File: config.mk
export PLATFORM = sky130hd
export DESIGN_NAME = axi_ddr3_bist
export DESIGN_NICKNAME = d
export VERILOG_FILES = /design/src/rtl/axi_ddr3_pkg.sv /design/src/rtl/bist_lfsr.sv /design/src/rtl/axi_ddr3_bist.sv
export SDC_FILE = /design/constraint.sdc
export NUM_CORES = 1
export LEC_CHECK = 0
export BUFFER_PORTS_ARGS = -buffer_cell sky130_fd_sc_hd__buf_2
export CELL_PAD_IN_SITES_DETAIL_PLACEMENT = 0
export CELL_PAD_IN_SITES_GLOBAL_PLACEMENT = 1
export CORE_MARGIN = 4
export CORE_UTILIZATION = 25
export DETAILED_ROUTE_END_ITERATION = 7
export GPL_TIMING_DRIVEN = 0
export PLACE_DENSITY = 0.62
export SYNTH_ARGS = -nofsm -noshare
export SYNTH_HDL_FRONTEND = slang
export SYNTH_HIERARCHICAL = 1
export SYNTH_SLANG_ARGS = --single-unit
File: constraint.sdc
create_clock -name clock -period 5 [get_ports clock]
set_input_delay 0.75 -clock clock [delete_from_list [all_inputs] [get_ports clock]]
set_output_delay 0.75 -clock clock [all_outputs]
set_load 0.01 [all_outputs]
File: src/rtl/axi_ddr3_pkg.sv
// axi_ddr3_pkg: shared FSM states, AXI constants and LFSR tap masks for the DDR3 BIST.
//   state_e     - BIST controller states
//   BURST_INCR  - AXI INCR burst type; RESP_OKAY - AXI OKAY response
//   MODE_*      - mode_i encodings that change the flow
//   lfsr_taps() - Galois tap mask for a 32/64/128-bit LFSR (bit k-1 set for term x^k)
package axi_ddr3_pkg;

    typedef enum logic [2:0] {
        S_IDLE,
        S_WR_REQ,
        S_WR_RESP,
        S_RD_REQ,
        S_RD_DATA,
        S_DONE
    } state_e;

    localparam logic [1:0] BURST_INCR   = 2'b01;
    localparam logic [1:0] RESP_OKAY    = 2'b00;
    localparam logic [1:0] MODE_WR_ONLY = 2'b01;
    localparam logic [1:0] MODE_VERIFY  = 2'b10;

    // x^32+x^22+x^2+x+1, x^64+x^63+x^61+x^60+1, x^128+x^126+x^101+x^99+1
    localparam logic [31:0]  TAPS_32  = 32'h8020_0003;
    localparam logic [63:0]  TAPS_64  = 64'hD800_0000_0000_0000;
    localparam logic [127:0] TAPS_128 = 128'hA000_0014_0000_0000_0000_0000_0000_0000;

    function automatic logic [127:0] lfsr_taps(input int width);
        return width == 128 ? TAPS_128 : width == 64 ? {64'd0, TAPS_64} : {96'd0, TAPS_32};
    endfunction

endpackage

File: src/rtl/bist_lfsr.sv
// bist_lfsr: right-shifting Galois LFSR used as the BIST data pattern source.
//   load - load seed (an all-zero seed becomes 1 so the LFSR never locks up)
//   step - advance one state; load wins over step
//   q    - current pattern word
module bist_lfsr
    import axi_ddr3_pkg::*;
#(
    parameter int WIDTH = 32
) (
    input  logic             clock,
    input  logic             reset_n,
    input  logic             load,
    input  logic [WIDTH-1:0] seed,
    input  logic             step,
    output logic [WIDTH-1:0] q
);

    localparam logic [WIDTH-1:0] TAPS = WIDTH'(lfsr_taps(WIDTH));

    logic [WIDTH-1:0] q_q, q_d;

    always_comb begin
        q_d = load ? (seed == '0 ? WIDTH'(1) : seed)
            : step ? ({1'b0, q_q[WIDTH-1:1]} ^ (q_q[0] ? TAPS : '0))
            : q_q;
    end

    always_ff @(posedge clock or negedge reset_n) begin
        if (!reset_n) q_q <= WIDTH'(1);
        else          q_q <= q_d;
    end

    assign q = q_q;

endmodule

File: src/rtl/axi_ddr3_bist.sv
// axi_ddr3_bist: AXI4 master that writes LFSR bursts to memory and reads them back to verify.
//   start_i/mode_i/base_i/bursts_i/seed_i - test request, sampled when idle
//   busy_o/done_o/pass_o/errors_o/err_addr_o - status; results hold until the next start
//   axi_aw*/axi_w*/axi_b*/axi_ar*/axi_r* - AXI4 master, one burst outstanding at a time
module axi_ddr3_bist
    import axi_ddr3_pkg::*;
#(
    parameter int WIDTH     = 32,
    parameter int ADDRS     = 27,
    parameter int REQID     = 4,
    parameter int BURST_LEN = 3,
    parameter int CNT_BITS  = 16
) (
    input  logic                 clock,
    input  logic                 reset_n,
    input  logic                 start_i,
    input  logic [1:0]           mode_i,
    input  logic [ADDRS-1:0]     base_i,
    input  logic [CNT_BITS-1:0]  bursts_i,
    input  logic [WIDTH-1:0]     seed_i,
    output logic                 busy_o,
    output logic                 done_o,
    output logic                 pass_o,
    output logic [CNT_BITS-1:0]  errors_o,
    output logic [ADDRS-1:0]     err_addr_o,
    output logic                 axi_awvalid,
    input  logic                 axi_awready,
    output logic [ADDRS-1:0]     axi_awaddr,
    output logic [REQID-1:0]     axi_awid,
    output logic [7:0]           axi_awlen,
    output logic [1:0]           axi_awburst,
    output logic                 axi_wvalid,
    input  logic                 axi_wready,
    output logic                 axi_wlast,
    output logic [WIDTH/8-1:0]   axi_wstrb,
    output logic [WIDTH-1:0]     axi_wdata,
    input  logic                 axi_bvalid,
    output logic                 axi_bready,
    input  logic [1:0]           axi_bresp,
    input  logic [REQID-1:0]     axi_bid,
    output logic                 axi_arvalid,
    input  logic                 axi_arready,
    output logic [ADDRS-1:0]     axi_araddr,
    output logic [REQID-1:0]     axi_arid,
    output logic [7:0]           axi_arlen,
    output logic [1:0]           axi_arburst,
    input  logic                 axi_rvalid,
    output logic                 axi_rready,
    input  logic                 axi_rlast,
    input  logic [1:0]           axi_rresp,
    input  logic [REQID-1:0]     axi_rid,
    input  logic [WIDTH-1:0]     axi_rdata
);

    localparam int BYTES       = WIDTH / 8;
    localparam int BURST_BYTES = (BURST_LEN + 1) * BYTES;

    state_e                state_q, state_d;
    logic                  verify_q, verify_d;
    logic [CNT_BITS-1:0]   bursts_q, bursts_d;
    logic [ADDRS-1:0]      base_q, base_d;
    logic [WIDTH-1:0]      seed_q, seed_d;
    logic [CNT_BITS-1:0]   burst_q, burst_d;
    logic [7:0]            beat_q, beat_d;
    logic [ADDRS-1:0]      addr_q, addr_d;
    logic                  aw_done_q, aw_done_d;
    logic                  w_done_q, w_done_d;
    logic [CNT_BITS-1:0]   errors_q, errors_d;
    logic [ADDRS-1:0]      err_addr_q, err_addr_d;
    logic                  err_seen_q, err_seen_d;
    logic                  pass_q, pass_d;

    logic                  lfsr_load, lfsr_step, err_hit;
    logic [WIDTH-1:0]      lfsr_seed, lfsr_q;
    logic [ADDRS-1:0]      beat_addr, next_addr, err_at;
    logic [REQID-1:0]      cur_id;
    logic                  last_burst, final_beat;
    logic                  aw_hs, w_hs, b_hs, ar_hs, r_hs;

    bist_lfsr #(.WIDTH(WIDTH)) u_lfsr (
        .clock   (clock),
        .reset_n (reset_n),
        .load    (lfsr_load),
        .seed    (lfsr_seed),
        .step    (lfsr_step),
        .q       (lfsr_q)
    );

    assign cur_id     = REQID'(burst_q);
    assign beat_addr  = addr_q + ADDRS'(beat_q) * ADDRS'(BYTES);
    assign next_addr  = addr_q + ADDRS'(BURST_BYTES);
    assign last_burst = burst_q == bursts_q - 1'b1;
    assign final_beat = beat_q == 8'(BURST_LEN);

    assign aw_hs = axi_awvalid && axi_awready;
    assign w_hs  = axi_wvalid && axi_wready;
    assign b_hs  = axi_bvalid && axi_bready;
    assign ar_hs = axi_arvalid && axi_arready;
    assign r_hs  = axi_rvalid && axi_rready;

    always_comb begin
        state_d    = state_q;
        verify_d   = verify_q;
        bursts_d   = bursts_q;
        base_d     = base_q;
        seed_d     = seed_q;
        burst_d    = burst_q;
        beat_d     = beat_q;
        addr_d     = addr_q;
        aw_done_d  = aw_done_q;
        w_done_d   = w_done_q;
        errors_d   = errors_q;
        err_addr_d = err_addr_q;
        err_seen_d = err_seen_q;
        pass_d     = pass_q;
        lfsr_load  = 1'b0;
        lfsr_seed  = seed_q;
        lfsr_step  = 1'b0;
        err_hit    = 1'b0;
        err_at     = beat_addr;
        case (state_q)
            S_IDLE: begin
                if (start_i) begin
                    verify_d   = mode_i != MODE_WR_ONLY;
                    bursts_d   = bursts_i;
                    base_d     = base_i;
                    seed_d     = seed_i;
                    burst_d    = '0;
                    beat_d     = '0;
                    addr_d     = base_i;
                    aw_done_d  = 1'b0;
                    w_done_d   = 1'b0;
                    errors_d   = '0;
                    err_addr_d = '0;
                    err_seen_d = 1'b0;
                    pass_d     = 1'b0;
                    lfsr_load  = 1'b1;
                    lfsr_seed  = seed_i;
                    state_d    = bursts_i == '0 ? S_DONE : mode_i == MODE_VERIFY ? S_RD_REQ : S_WR_REQ;
                end
            end
            S_WR_REQ: begin
                // AW and W complete independently; the burst is issued once both have.
                if (aw_hs) aw_done_d = 1'b1;
                if (w_hs) begin
                    lfsr_step = 1'b1;
                    beat_d    = axi_wlast ? '0 : beat_q + 1'b1;
                    w_done_d  = axi_wlast;
                end
                if (aw_done_d && w_done_d) begin
                    aw_done_d = 1'b0;
                    w_done_d  = 1'b0;
                    state_d   = S_WR_RESP;
                end
            end
            S_WR_RESP: begin
                if (b_hs) begin
                    err_hit = axi_bresp != RESP_OKAY || axi_bid != cur_id;
                    err_at  = addr_q;
                    burst_d = last_burst ? '0 : burst_q + 1'b1;
                    addr_d  = last_burst ? base_q : next_addr;
                    // Verify replays the same pattern, so the LFSR restarts from the seed.
                    lfsr_load = last_burst && verify_q;
                    state_d   = !last_burst ? S_WR_REQ : verify_q ? S_RD_REQ : S_DONE;
                end
            end
            S_RD_REQ: begin
                if (ar_hs) state_d = S_RD_DATA;
            end
            S_RD_DATA: begin
                // The burst ends on the expected beat count so a bad rlast cannot stall the test.
                if (r_hs) begin
                    lfsr_step = 1'b1;
                    err_hit   = axi_rdata != lfsr_q || axi_rresp != RESP_OKAY
                             || axi_rid != cur_id || axi_rlast != final_beat;
                    beat_d    = final_beat ? '0 : beat_q + 1'b1;
                    if (final_beat) begin
                        burst_d = last_burst ? burst_q : burst_q + 1'b1;
                        addr_d  = last_burst ? addr_q : next_addr;
                        state_d = last_burst ? S_DONE : S_RD_REQ;
                    end
                end
            end
            S_DONE: state_d = S_IDLE;
            default: state_d = S_IDLE;
        endcase
        if (err_hit) begin
            errors_d   = &errors_q ? errors_q : errors_q + 1'b1;
            err_addr_d = err_seen_q ? err_addr_q : err_at;
            err_seen_d = 1'b1;
        end
        if (state_d == S_DONE) pass_d = errors_d == '0;
    end

    always_ff @(posedge clock or negedge reset_n) begin
        if (!reset_n) begin
            state_q    <= S_IDLE;
            verify_q   <= 1'b0;
            bursts_q   <= '0;
            base_q     <= '0;
            seed_q     <= '0;
            burst_q    <= '0;
            beat_q     <= '0;
            addr_q     <= '0;
            aw_done_q  <= 1'b0;
            w_done_q   <= 1'b0;
            errors_q   <= '0;
            err_addr_q <= '0;
            err_seen_q <= 1'b0;
            pass_q     <= 1'b0;
        end else begin
            state_q    <= state_d;
            verify_q   <= verify_d;
            bursts_q   <= bursts_d;
            base_q     <= base_d;
            seed_q     <= seed_d;
            burst_q    <= burst_d;
            beat_q     <= beat_d;
            addr_q     <= addr_d;
            aw_done_q  <= aw_done_d;
            w_done_q   <= w_done_d;
            errors_q   <= errors_d;
            err_addr_q <= err_addr_d;
            err_seen_q <= err_seen_d;
            pass_q     <= pass_d;
        end
    end

    assign busy_o      = state_q != S_IDLE;
    assign done_o      = state_q == S_DONE;
    assign pass_o      = pass_q;
    assign errors_o    = errors_q;
    assign err_addr_o  = err_addr_q;

    assign axi_awvalid = state_q == S_WR_REQ && !aw_done_q;
    assign axi_awaddr  = addr_q;
    assign axi_awid    = cur_id;
    assign axi_awlen   = 8'(BURST_LEN);
    assign axi_awburst = BURST_INCR;
    assign axi_wvalid  = state_q == S_WR_REQ && !w_done_q;
    assign axi_wlast   = axi_wvalid && final_beat;
    assign axi_wstrb   = '1;
    assign axi_wdata   = lfsr_q;
    assign axi_bready  = state_q == S_WR_RESP;
    assign axi_arvalid = state_q == S_RD_REQ;
    assign axi_araddr  = addr_q;
    assign axi_arid    = cur_id;
    assign axi_arlen   = 8'(BURST_LEN);
    assign axi_arburst = BURST_INCR;
    assign axi_rready  = state_q == S_RD_DATA;

endmodule

# After elaboration in Yosys (flattened, before gate mapping)
# Index checks and enable logic that the tools add are counted.
[totals]
ramBits = 0
latch_bits = 0
elab_cells = 151
n_memories = 0
reg_bits = 209
romBits = 0
[classes]
div = 0
mul = 0
n_addsub = 6
n_lt_le_gt_ge = 0
n_shift = 0
n_reduce_logical = 39
n_eq_ne = 21
mux = 69
bitwise_logic = 1
[op_table]
columns = ["op", "count"]
rows = [
  ["$mux W27", 12],
  ["$mux W32", 6],
  ["$mux W16", 10],
  ["$pmux W27 S3", 1],
  ["$pmux W16 S3", 1],
  ["$mux W8", 5],
  ["$add A16 B1 Y16 const B", 2],
  ["$logic_not A16 Y1", 2],
  ["$logic_not A32 Y1", 1],
  ["$ne A32 B32 Y1", 1],
  ["$xor A31 B32 Y32", 1],
  ["$mux W3", 10],
  ["$add A27 B10 Y27", 1],
  ["$add A27 B5 Y27 const B", 1],
  ["$pmux W8 S3", 1],
  ["$eq A16 B16 Y1", 1],
  ["$mux W1", 16],
  ["$reduce_and A16 Y1", 1],
  ["$reduce_bool A2 Y1", 8],
  ["$sub A16 B1 Y16 const B", 1],
  ["$pmux W3 S5", 1],
  ["$logic_and A1 B1 Y1", 10],
  ["$pmux W1 S2", 5],
  ["$eq A3 B3 Y1 const B", 3],
  ["18 further kinds", 35],
]

# Longest topological paths before layout
# Gate-level depths: netlist (run 1).
[depth]
depth_word = 11
depth_mapped = 17

# By module
# The synthesis (run 1) kept the hierarchy.
[by_module_without_submodules]
columns = ["module", "instances", "cells_each", "area_each_um2"]
rows = [
  ["axi_ddr3_bist", 1, 1250, 10458.8],
  ["bist_lfsr", 1, 155, 1587.8],
]

# Worst setup path before layout (run 1)
# Ideal clock, no wire load.
[synth_timing]
kind = "register to register"
start = "register bursts_q[10]"
end = "register u_lfsr.q_q[10], in the netlist u_lfsr/q[10]"
setup_slack_ns = 1.315
t_arrival_ns = 3.602
required_ns = 4.917
period_less_slack_ns = 3.685
path_stages_with_launch = 17
path_buffers = 5
setup_time_ns = 0.083
path_cell_list = "dfrtp_1 > clkbuf_1 > or4_1 > nor3_1 > nor4b_1 > xnor2_1 > nand4_1 > or4b_4 > buf_6 > nor2_2 > buf_2 > nand3_1 > nand2_1 > buf_2 > clkbuf_1 > nand2_1 > o21ai_0"
[synth_via]
elab_chain_len = 6
elab_cells_between_ends = 7
classes_between = "add/sub (1); eq/ne (1); mux (3); reduce/logical (2)"
[synth_lines]
columns = ["element", "line", "source"]
rows = [
  ["start: declaration", "axi_ddr3_bist.sv:60", "logic [CNT_BITS-1:0] bursts_q, bursts_d;"],
  ["start signal: assignment", "axi_ddr3_bist.sv:214", "bursts_q <= bursts_d;"],
  ["$sub A16 B1 Y16 *", "axi_ddr3_bist.sv:92", "assign last_burst = burst_q == bursts_q - 1'b1;"],
  ["$eq A16 B16 Y1 *", "axi_ddr3_bist.sv:92", ""],
  ["$logic_and A1 B1 Y1 *", "axi_ddr3_bist.sv:163", "lfsr_load = last_burst && verify_q;"],
  ["$mux W1 *", "axi_ddr3_bist.sv:157", "if (b_hs) begin"],
  ["$pmux W1 S2 *", "axi_ddr3_bist.sv:121", "case (state_q)"],
  ["named net lfsr_load", "axi_ddr3_bist.sv:73", "logic lfsr_load, lfsr_step, err_hit;"],
  ["$mux W32 or $reduce_bool A2 Y1 (tied branches)", "-", ""],
  ["end signal: assignment", "bist_lfsr.sv:30", "else q_q <= q_d;"],
  ["end: declaration", "bist_lfsr.sv:20", "logic [WIDTH-1:0] q_q, q_d;"],
]
# Mark *: on every way through the listed nets, which the timed path passes. The rest lies on a longest branch.
# A chain may end at the register's enable or synchronous reset.

# Worst setup path in the final report (run 1)
[layout_timing]
start = "register bursts_q[10]"
end = "register u_lfsr.q_q[25], in the netlist u_lfsr/q[25]"
# The elaborated chain is that of the path after synthesis.

==> flow_metrics.py, run 1 <==
metrics = {
    "run_status": {
        "status": "complete, no violations",
    },
    "placement": {
        "hpwl_mm": 34.9,
        "gp_congestion": 0.850,
        "pre_cts_ws_ns": 0.207,
        "portBuffers": 275,
        "place_area_um2": 14300,
    },
    "logic_synthesis": {
        "synthFlopType": "dfrtp_1",
        "ys_top_cells_by_count": "319 x nand2_1, 208 x dfrtp_1, 122 x o21ai_0, 80 x nor2_1, 67 x xnor2_1",
        "synthArstFlopShare_pct": 100,
        "synth_area_um2": 12000,
        "ys_warn_count": 6,
        "yosys.area.top_type": "dfrtp_1",
        "synth_area_leaders": "dfrtp_1 43%, nand2_1 9.9%, o21ai_0 5.1%",
        "ys_seq_elements": 209,
        "synth_cell_types": 72,
        "syn_inst": 1405,
        "synth.top_cell.area_share_pct": 43.2,
        "synth_most_common_cell": "nand2_1",
        "synth_edf_count": 0,
        "ys_seq_area_share_pct": 43.4,
        "avgSynthCellArea_um2": 8.57,
    },
    "setup_path": {
        "path_cells": "clkbuf_1 -> or4_1 -> nor3_1 -> nor4b_1 -> xnor2_1 -> nand4_1 -> or4b_4 -> buf_6 -> nor2_2 -> buf_2 -> nand3_1 -> nand2_1 -> buf_2 -> buf_2 -> nand2_1 -> o21ai_0",
        "crit_buf_inv": 5,
        "crit_family": "simple AND/OR/NAND/NOR gates",
        "path_max_fanout": 10,
        "cp_slowest_cell": "or4_1",
        "crit_required_ns": 5.45,
        "crit_top_cell": "buf_2",
        "end_kind": "flip-flop",
        "startpoint_type": "flip-flop",
        "rr_startpoint": "bursts_q[10]",
        "arrival_ns": 5.00,
        "crit_type": "flip-flop to flip-flop",
        "startpoint": "bursts_q[10]",
        "cpPeakStageDelay_ns": 0.60,
    },
    "sta": {
        "rsz0062_at_grt": "false",
        "relSlewSlack_pct": 40.5,
        "hold_slack_ns": 0.393,
        "worstMarginPinSlew_ns": 0.893,
        "final.period_utilization_pct": 91.1,
        "setup_viol": 0,
        "hold_viol_final": 0,
        "drv_slew": 0,
        "fin_skew_ns": 0.0341,
        "fin_crit_ns": 4.55,
        "setup_ws_ns": 0.446,
        "fmax_mhz": 220,
        "setup_tns_ns": 0,
    },
    "clock_tree": {
        "cts_buffers": 26,
        "insertion_delay_ns": 0.56,
        "post_cts_buffers": 0,
        "cts_tree": "yes",
        "cts-htree-levels": 1,
        "cts_sinks": 209,
        "cts-root-buf": "clkbuf_16",
        "clockBufferDepth": 3,
        "clk_pin_slew_ns": 0.06,
    },
    "grt": {
        "first_global_vias": 11000,
        "antenna_found_initial": 5,
        "grt_pass1_wl_mm": 67.8,
        "track_usage_pct": 17.0,
        "grt_max_degree": 104,
        "overflow": 0,
    },
    "route": {
        "vias": 11300,
        "drc_errors": 0,
        "finalWirelength_mm": 45.3,
        "dr.pass1.iters": 7,
        "vias_per_cell": 4.77,
        "avgRoutedWirePerCell_um": 19.1,
        "detail-route-antenna-nets": 0,
        "drtIter0Drc": 713,
    },
    "pwr": {
        "leakagePower_uw": 0.00730,
        "finalPower_uw": 8590,
        "vdd_drop_max_v": 0.000247,
        "power_density_nw_per_um2": 564,
    },
    "final_layout": {
        "syn2layout_area_growth_pct": 26.5,
        "stdcell_area_um2": 15200,
        "drive_gt1_share_pct": 24.4,
        "fillers": 5117,
        "finalNetCount": 1877,
    },
    "die": {
        "start_util_pct": 25.3,
        "pin_count": 300,
        "die-area_um2": 51800,
        "die_y_um": 228,
        "row_count": 80,
        "coreArea_um2": 47600,
        "die_w_um": 228,
    },
    "min_path": {
        "hold_class": "input port to flip-flop",
        "hp-start": "mode_i[0]",
    },
    "job": {
        "drv_cap": 0,
    },
}
## repair_timing
action | CTS | global route
hold endpoints to repair | 11 | 0
gates resized for setup | 0 | 10
hold buffers | 1 | 0
setup endpoints to repair | 0 | 30
## sequential cells by signal (all words and copies together) (netlist names), 3 cells and up
signal	cells
beat_q	8
burst_q	16
errors_o	16
u_lfsr/q	32
bursts_q	16
seed_q	32
axi_araddr	27
base_q	27
err_addr_o	27
state_q	3
## final cells by class
cell class	instances	area, um^2	share of cell area, %
diodes	1	2.50	0.0164
plain buffers	142	837	5.49
clock buffers	37	742	4.87
clock inverters	9	135	0.887
inverters	20	75.1	0.493
multi-input cells	1056	5990	39.3
flip-flops and latches	209	5230	34.3
well taps	615	769	5.05
repair buffers	278	1450	9.53
## cell families (layout without fill, tap and decap cells)
kind of cell	after synthesis	count (layout)	share of synthesized area (%)
and+or+nand+nor	607	607	23.1
AOI/OAI and AO/OA	268	268	13.5
DFF	209	209	43.4
buffers and inverters	162	486	7.52
xor gates and xnor gates	99	99	7.20
muxes	44	44	3.68
adders and majority gates	14	14	1.52
other	2	25	0.0623
## cells in the final DEF, fill, tap and decap left out, types with 5 or more instances in the layout
master	Yosys	final
o211ai_1	5	5
nor3_1	27	27
and3_1	13	13
clkbuf_8	0	5
buf_1	7	7
xnor2_1	67	67
a22o_1	9	9
nand3_1	57	57
nor4_1	21	21
nand2b_1	9	9
conb_1	2	24
o31ai_1	11	11
clkbuf_16	0	26
inv_1	18	18
nor2b_1	9	9
and2_1	5	5
dfrtp_1	208	208
a21oi_1	27	27
clkbuf_2	0	5
nor2_1	80	80
xor2_1	32	32
or2_2	6	6
o21bai_1	5	5
o21ai_0	122	122
a22oi_1	7	7
or3_1	7	7
a21o_1	6	6
nand4_1	29	29
buf_6	7	7
nand2_1	319	319
a31oi_1	9	9
mux2i_1	42	42
o21ai_1	25	25
a221oi_1	14	14
clkbuf_1	56	57
ha_1	13	13
buf_4	62	62
buf_2	10	284
## per-stage QoR
step | instances | util, %
2_1_floorplan | 1427 | -
3_3_place_gp | 2317 | 30.0
3_5_place_dp | 2319 | 30.1
4_1_cts | 2366 | 32.0
5_1_grt | 2366 | 32.0
6_report | 2367 | 32.0
## routing by layer
metal	up-vias	global-route usage, %	share of wire, %
met1	5391	22.9	44
met2	377	28.0	46
li1	5450	-	-
met3	71	3.70	6.9
met4	8	4.27	2.6
met5	-	0	0.11
## final timing paths
path,end,slack [ns],cells past startpoint
max,u_lfsr/q[25],0.45,16
min,verify_q,0.39,2
max reg2reg,u_lfsr/q[25],0.45,16
min reg2reg,base_q[22],0.47,2
max in group asynchronous,seed_q[9],3.17,4
min in group asynchronous,err_addr_o[22],0.59,2
## power breakdown
part / total, uW / internal (uW) / switching [uW] / leakage (uW)
clock: 1950 / 1180 / 770 / 0.000432
sequential: 2950 / 2310 / 640 / 0.00270
combinational: 3690 / 1500 / 2180 / 0.00416
total: 8590 / 4990 / 3590 / 0.00730
Note: power is estimated with default switching activity, not from simulation.
==> inputs of run 2 (changes only) <==
==> constraint.sdc (replaced) <==
create_clock -name clock -period 4.5 [get_ports clock]
set_input_delay 0.675 -clock clock [delete_from_list [all_inputs] [get_ports clock]]
set_output_delay 0.675 -clock clock [all_outputs]
set_load 0.01 [all_outputs]
==> run 2 against run 1 <==
Effect of this change: global-route usage is the same; sequential power grew 11%; design area grew 0.15%; clock skew grew 0.0028 ns; critical path depth shrank 1; largest cell class unchanged; highest routed layer unchanged.
==> flow_metrics.py, run 2 (synthesized netlist as in run 1, its figures left out) <==
metrics = {
    "setup_path": {
        "startpoint_type": "flip-flop",
        "path_max_fanout": 10,
        "end_kind": "flip-flop",
        "arrival_ns": 4.59,
        "crit_type": "flip-flop to flip-flop",
        "crit_required_ns": 4.90,
    },
    "grt": {
        "grt_max_degree": 104,
        "use_met2_pct": 28.0,
        "grt_pass1_wl_mm": 67.8,
        "busiest_layer": "met2",
        "track_usage_pct": 17.0,
        "first_global_vias": 11000,
        "grtUsageMet3_pct": 3.70,
        "overflow": 0,
        "met1_usage_pct": 22.9,
        "antenna_found_initial": 5,
    },
    "route": {
        "vias_per_cell": 4.76,
        "vias": 11300,
        "finalWirelength_mm": 45.4,
        "drtIter0Drc": 772,
        "dr.pass1.iters": 7,
        "drc_errors": 0,
        "avgRoutedWirePerCell_um": 19.2,
        "detail-route-antenna-nets": 0,
    },
    "pwr": {
        "vdd_drop_max_v": 0.000277,
        "power_density_nw_per_um2": 626,
        "finalPower_uw": 9550,
        "leakagePower_uw": 0.00730,
    },
    "sta": {
        "fmax_mhz": 239,
        "fin_crit_ns": 4.19,
        "hold_slack_ns": 0.313,
        "relSlewSlack_pct": 39.6,
        "fin_skew_ns": 0.0369,
        "worstMarginPinSlew_ns": 0.906,
        "rsz0062_at_grt": "false",
        "hold_viol_final": 0,
        "setup_viol": 0,
        "drv_slew": 0,
        "final.period_utilization_pct": 93.0,
        "setup_ws_ns": 0.314,
    },
    "clock_tree": {
        "insertion_delay_ns": 0.56,
        "cts_buffers": 26,
        "cts_tree": "yes",
        "clockBufferDepth": 3,
        "cts_sinks": 209,
        "post_cts_buffers": 0,
        "clk_pin_slew_ns": 0.06,
        "cts-root-buf": "clkbuf_16",
        "cts-htree-levels": 1,
    },
    "die": {
        "pin_count": 300,
        "coreArea_um2": 47600,
        "row_count": 80,
        "start_util_pct": 25.3,
        "die_y_um": 228,
        "die_w_um": 228,
        "die-area_um2": 51800,
    },
    "final_layout": {
        "drive_gt1_share_pct": 24.6,
        "stdcell_area_um2": 15300,
        "post-route-util_pct": 32.0,
        "layout_common_cells": "319 x nand2_1, 285 x buf_2, 208 x dfrtp_1, 122 x o21ai_0, 80 x nor2_1",
        "syn2layout_area_growth_pct": 26.7,
        "finalNetCount": 1876,
        "final_common_cell": "nand2_1",
    },
    "placement": {
        "portBuffers": 275,
        "pre_cts_ws_ns": -0.293,
        "place_area_um2": 14300,
        "hpwl_mm": 34.9,
        "gp_congestion": 0.850,
    },
    "run_status": {
        "status": "complete, no violations",
    },
    "min_path": {
        "hold_class": "input port to flip-flop",
    },
    "job": {
        "drv_cap": 0,
    },
}
## run 2: cell count changes in the layout (fill, tap and decap cells not counted), sizes merged
cell / delta
clkbuf: -3
buf: +2
## run 2: what timing repair did
action,4_1_cts,5_1_grt
resized for setup,6,9
setup endpoints to repair,31,34
hold buffers,1,0
hold endpoints to repair,11,0
## run 2: where the power goes
| group | switching, uW | leakage [uW] | internal (uW) |
|---|---|---|---|
| clock network | 858 | 0.000432 | 1310 |
| logic | 2430 | 0.00417 | 1670 |
| registers | 713 | 0.00270 | 2560 |
## run 2: final timing paths
check	startpoint	to	slack [ns]	cells after the start
worst max-delay path	bursts_q[10]	u_lfsr/q[25]	0.31	15
worst min-delay path	mode_i[0]	verify_q	0.31	2
worst max register to register	bursts_q[10]	u_lfsr/q[25]	0.31	15
worst min register to register	base_q[22]	base_q[22]	0.47	2
max in group asynchronous	reset_n	seed_q[9]	2.76	4
min in group asynchronous	reset_n	err_addr_o[22]	0.51	2
## run 2: final cells by class
class | instances | area [um^2]
clock inverter | 9 | 135
clock buffer | 37 | 742
timing repair buffer | 278 | 1450
sequential | 209 | 5230
multi-input combinational | 1056 | 6010
fill | 5122 | 32400
antenna | 1 | 2.50
buffer | 141 | 838
tap | 615 | 769
inverter | 20 | 75.1
## run 2: layer usage
layer  routed length [um]  up-vias
met5                   41        -
met4                 1150        8
met3                 3040       65
met2                20800      345
met1                20300     5404
li1                     -     5441
## run 2: per-stage QoR
stage               TNS, ns  std cells
floorplan                 0       1427
global placement    -252.66       2317
detailed placement    -6.70       2319
CTS                       0       2366
global route              0       2365
finish                    0       2366
## run 2: critical path, cell delays in order, from the launching register on
cell and delay (ns):
dfrtp_1 0.35, clkbuf_1 0.20, or4_1 0.60, nor3_2 0.19, nor4b_2 0.27, xnor2_1 0.16
nand4_1 0.11, or4b_4 0.60, buf_6 0.19, nor2_4 0.23, buf_4 0.26, nand3_1 0.15
nand2_1 0.09, buf_2 0.23, buf_2 0.27, o21ai_0 0.13
==> inputs of run 3 (changes only) <==
--- a/config.mk
+++ b/config.mk
@@ -6,13 +6,15 @@
 export NUM_CORES = 1
 export LEC_CHECK = 0
 export BUFFER_PORTS_ARGS = -buffer_cell sky130_fd_sc_hd__buf_2
+export CAP_MARGIN = 15
 export CELL_PAD_IN_SITES_DETAIL_PLACEMENT = 0
 export CELL_PAD_IN_SITES_GLOBAL_PLACEMENT = 1
 export CORE_MARGIN = 4
 export CORE_UTILIZATION = 25
 export DETAILED_ROUTE_END_ITERATION = 7
 export GPL_TIMING_DRIVEN = 0
-export PLACE_DENSITY = 0.62
+export PLACE_DENSITY = 0.64
+export SETUP_SLACK_MARGIN = 0.15
 export SYNTH_ARGS = -nofsm -noshare
 export SYNTH_HDL_FRONTEND = slang
 export SYNTH_HIERARCHICAL = 1
==> constraint.sdc (replaced) <==
create_clock -name clock -period 3.7 [get_ports clock]
set_input_delay 0.555 -clock clock [delete_from_list [all_inputs] [get_ports clock]]
set_output_delay 0.555 -clock clock [all_outputs]
set_load 0.01 [all_outputs]
==> run 3 against run 2 <==
Effect of this change: worst setup slack lost 0.024 ns; sequential cell count unchanged; non-clock buffer count is 22 higher; maximum frequency increased by 23%; total power grew 24%; hold slack worse by 0.11 ns.
==> flow_metrics.py, run 3 (synthesized netlist as in run 1, its figures left out) <==
metrics = {
    "placement": {
        "portBuffers": 275,
        "hpwl_mm": 35.0,
        "gp_congestion": 0.873,
    },
    "pwr": {
        "power.switching_uw": 4960,
        "power_frac_seq_pct": 33.9,
        "p_int_uw": 6900,
        "p_comb_share_pct": 44.2,
        "switching_share_pct": 41.8,
        "clock_power_share_pct": 21.9,
        "power_density_nw_per_um2": 754,
        "finalPower_uw": 11900,
        "vdd_drop_max_v": 0.000342,
        "leakagePower_uw": 0.00752,
    },
    "final_layout": {
        "fillers": 5094,
        "syn2layout_area_growth_pct": 30.5,
        "drive_gt1_share_pct": 27.7,
        "finalNetCount": 1898,
        "final_common_cell": "nand2_1",
        "post-route-util_pct": 33.0,
        "layout_common_cells": "317 x nand2_1, 279 x buf_2, 204 x dfrtp_1, 116 x o21ai_0, 79 x buf_4",
    },
    "sta": {
        "hold_viol_final": 0,
        "fmax_mhz": 293,
        "fin_skew_ns": 0.0195,
        "relSlewSlack_pct": 40.0,
        "rsz0062_at_grt": "true",
        "setup_tns_ns": 0,
        "worstMarginPinSlew_ns": 0.899,
        "drv_slew": 0,
        "fin_crit_ns": 3.41,
        "final.period_utilization_pct": 92.2,
        "hold_slack_ns": 0.202,
        "setup_viol": 0,
    },
    "die": {
        "pin_count": 300,
        "row_count": 80,
        "die_w_um": 228,
        "die_y_um": 228,
        "start_util_pct": 25.3,
        "coreArea_um2": 47600,
        "die-area_um2": 51800,
    },
    "setup_path": {
        "crit_type": "flip-flop to flip-flop",
        "end_kind": "flip-flop",
        "arrival_ns": 3.88,
        "path_max_fanout": 6,
        "startpoint_type": "flip-flop",
        "crit_required_ns": 4.17,
    },
    "clock_tree": {
        "cts-htree-levels": 1,
        "cts_tree": "yes",
        "clockBufferDepth": 3,
        "insertion_delay_ns": 0.55,
        "cts_sinks": 209,
        "cts_buffers": 26,
        "cts-root-buf": "clkbuf_16",
        "clk_pin_slew_ns": 0.06,
    },
    "grt": {
        "antenna_found_initial": 4,
        "grt_pass1_wl_mm": 68.5,
        "grt_max_degree": 102,
        "overflow": 0,
        "track_usage_pct": 17.1,
        "first_global_vias": 11200,
    },
    "min_path": {
        "hold_class": "input port to flip-flop",
    },
    "route": {
        "drc_errors": 0,
        "detail-route-antenna-nets": 0,
        "finalWirelength_mm": 45.6,
        "vias": 11500,
        "dr.pass1.iters": 5,
        "drtIter0Drc": 868,
        "vias_per_cell": 4.81,
        "avgRoutedWirePerCell_um": 19.1,
    },
    "run_status": {
        "status": "complete, no violations",
    },
    "job": {
        "drv_cap": 0,
    },
}
-- run 3: worst paths after layout --
kind,startpoint,end,slack [ns],depth (start not counted)
worst max-delay path,bursts_q[10],u_lfsr/q[0],0.29,16
worst min-delay path,mode_i[0],verify_q,0.20,2
worst max register to register,bursts_q[10],u_lfsr/q[0],0.29,16
worst min register to register,base_q[13],base_q[13],0.47,2
max in group asynchronous,reset_n,u_lfsr/q[0],2.01,4
min in group asynchronous,reset_n,err_addr_o[14],0.47,2
-- run 3: layer usage --
metal	track usage, %	routed length [um]	share of wire [%]	up-vias
li1	-	-	-	5475
met1	22.6	20000	44	5583
met2	28.8	21400	47	361
met3	3.48	2950	6.5	70
met4	4.55	1260	2.8	6
met5	0	46	0.10	-
-- run 3: power by group through the flow --
| stage | logic (uW) | registers [uW] | clock network, uW |
|---|---|---|---|
| 3_5_place_dp | 5020 | 4040 | 0 |
| 4_1_cts | 5150 | 4020 | 2680 |
| 2_1_floorplan | 3110 | 3920 | 0 |
| 3_3_place_gp | 4960 | 4010 | 0 |
| 5_1_grt | 5850 | 4150 | 2770 |
| 6_report | 5240 | 4020 | 2600 |
-- run 3: what timing repair did --
action / CTS / global route
endpoints found under the setup margin: 143 / 73
hold endpoints to repair: 33 / 0
gates resized for setup: 51 / 61
buffers inserted: 8 / 12
hold buffers: 1 / 0
gates cloned: 0 / 2
pin swaps: 4 / 10
-- run 3: layout make-up --
type	instances	area (um^2)	share of cell area, %
buffer	141	980	6.23
clock inverter	8	92.6	0.589
inverter	20	81.3	0.517
antenna	1	2.50	0.0159
sequential	209	5240	33.3
timing repair buffer	300	1650	10.5
clock buffer	39	761	4.84
multi-input combinational	1056	6150	39.1
tap	615	769	4.89
-- run 3: metrics by stage --
| step | cell area [um^2] | worst slack, ns | std cells |
|---|---|---|---|
| 6_report | 15700 | 0.290 | 2389 |
| 5_1_grt | 15700 | 0.109 | 2388 |
| 3_3_place_gp | 14300 | -1.87 | 2317 |
| 3_5_place_dp | 14400 | -0.956 | 2319 |
| 4_1_cts | 15400 | 0.138 | 2374 |
| 2_1_floorplan | 12100 | 0.108 | 1427 |
-- run 3: worst max-delay path: stages (launching register included) --
cell and delay (ns):
dfrtp_1 0.37, buf_6 0.13, or4_4 0.56, nor3_4 0.14, nor4b_4 0.22, xnor2_1 0.14
nand4_1 0.11, or4b_4 0.61, buf_12 0.17, nor2_4 0.12, buf_8 0.12, nand3_4 0.09
nand2_4 0.11, buf_6 0.14, nor2b_1 0.13, o21ai_1 0.08, o21a_1 0.10
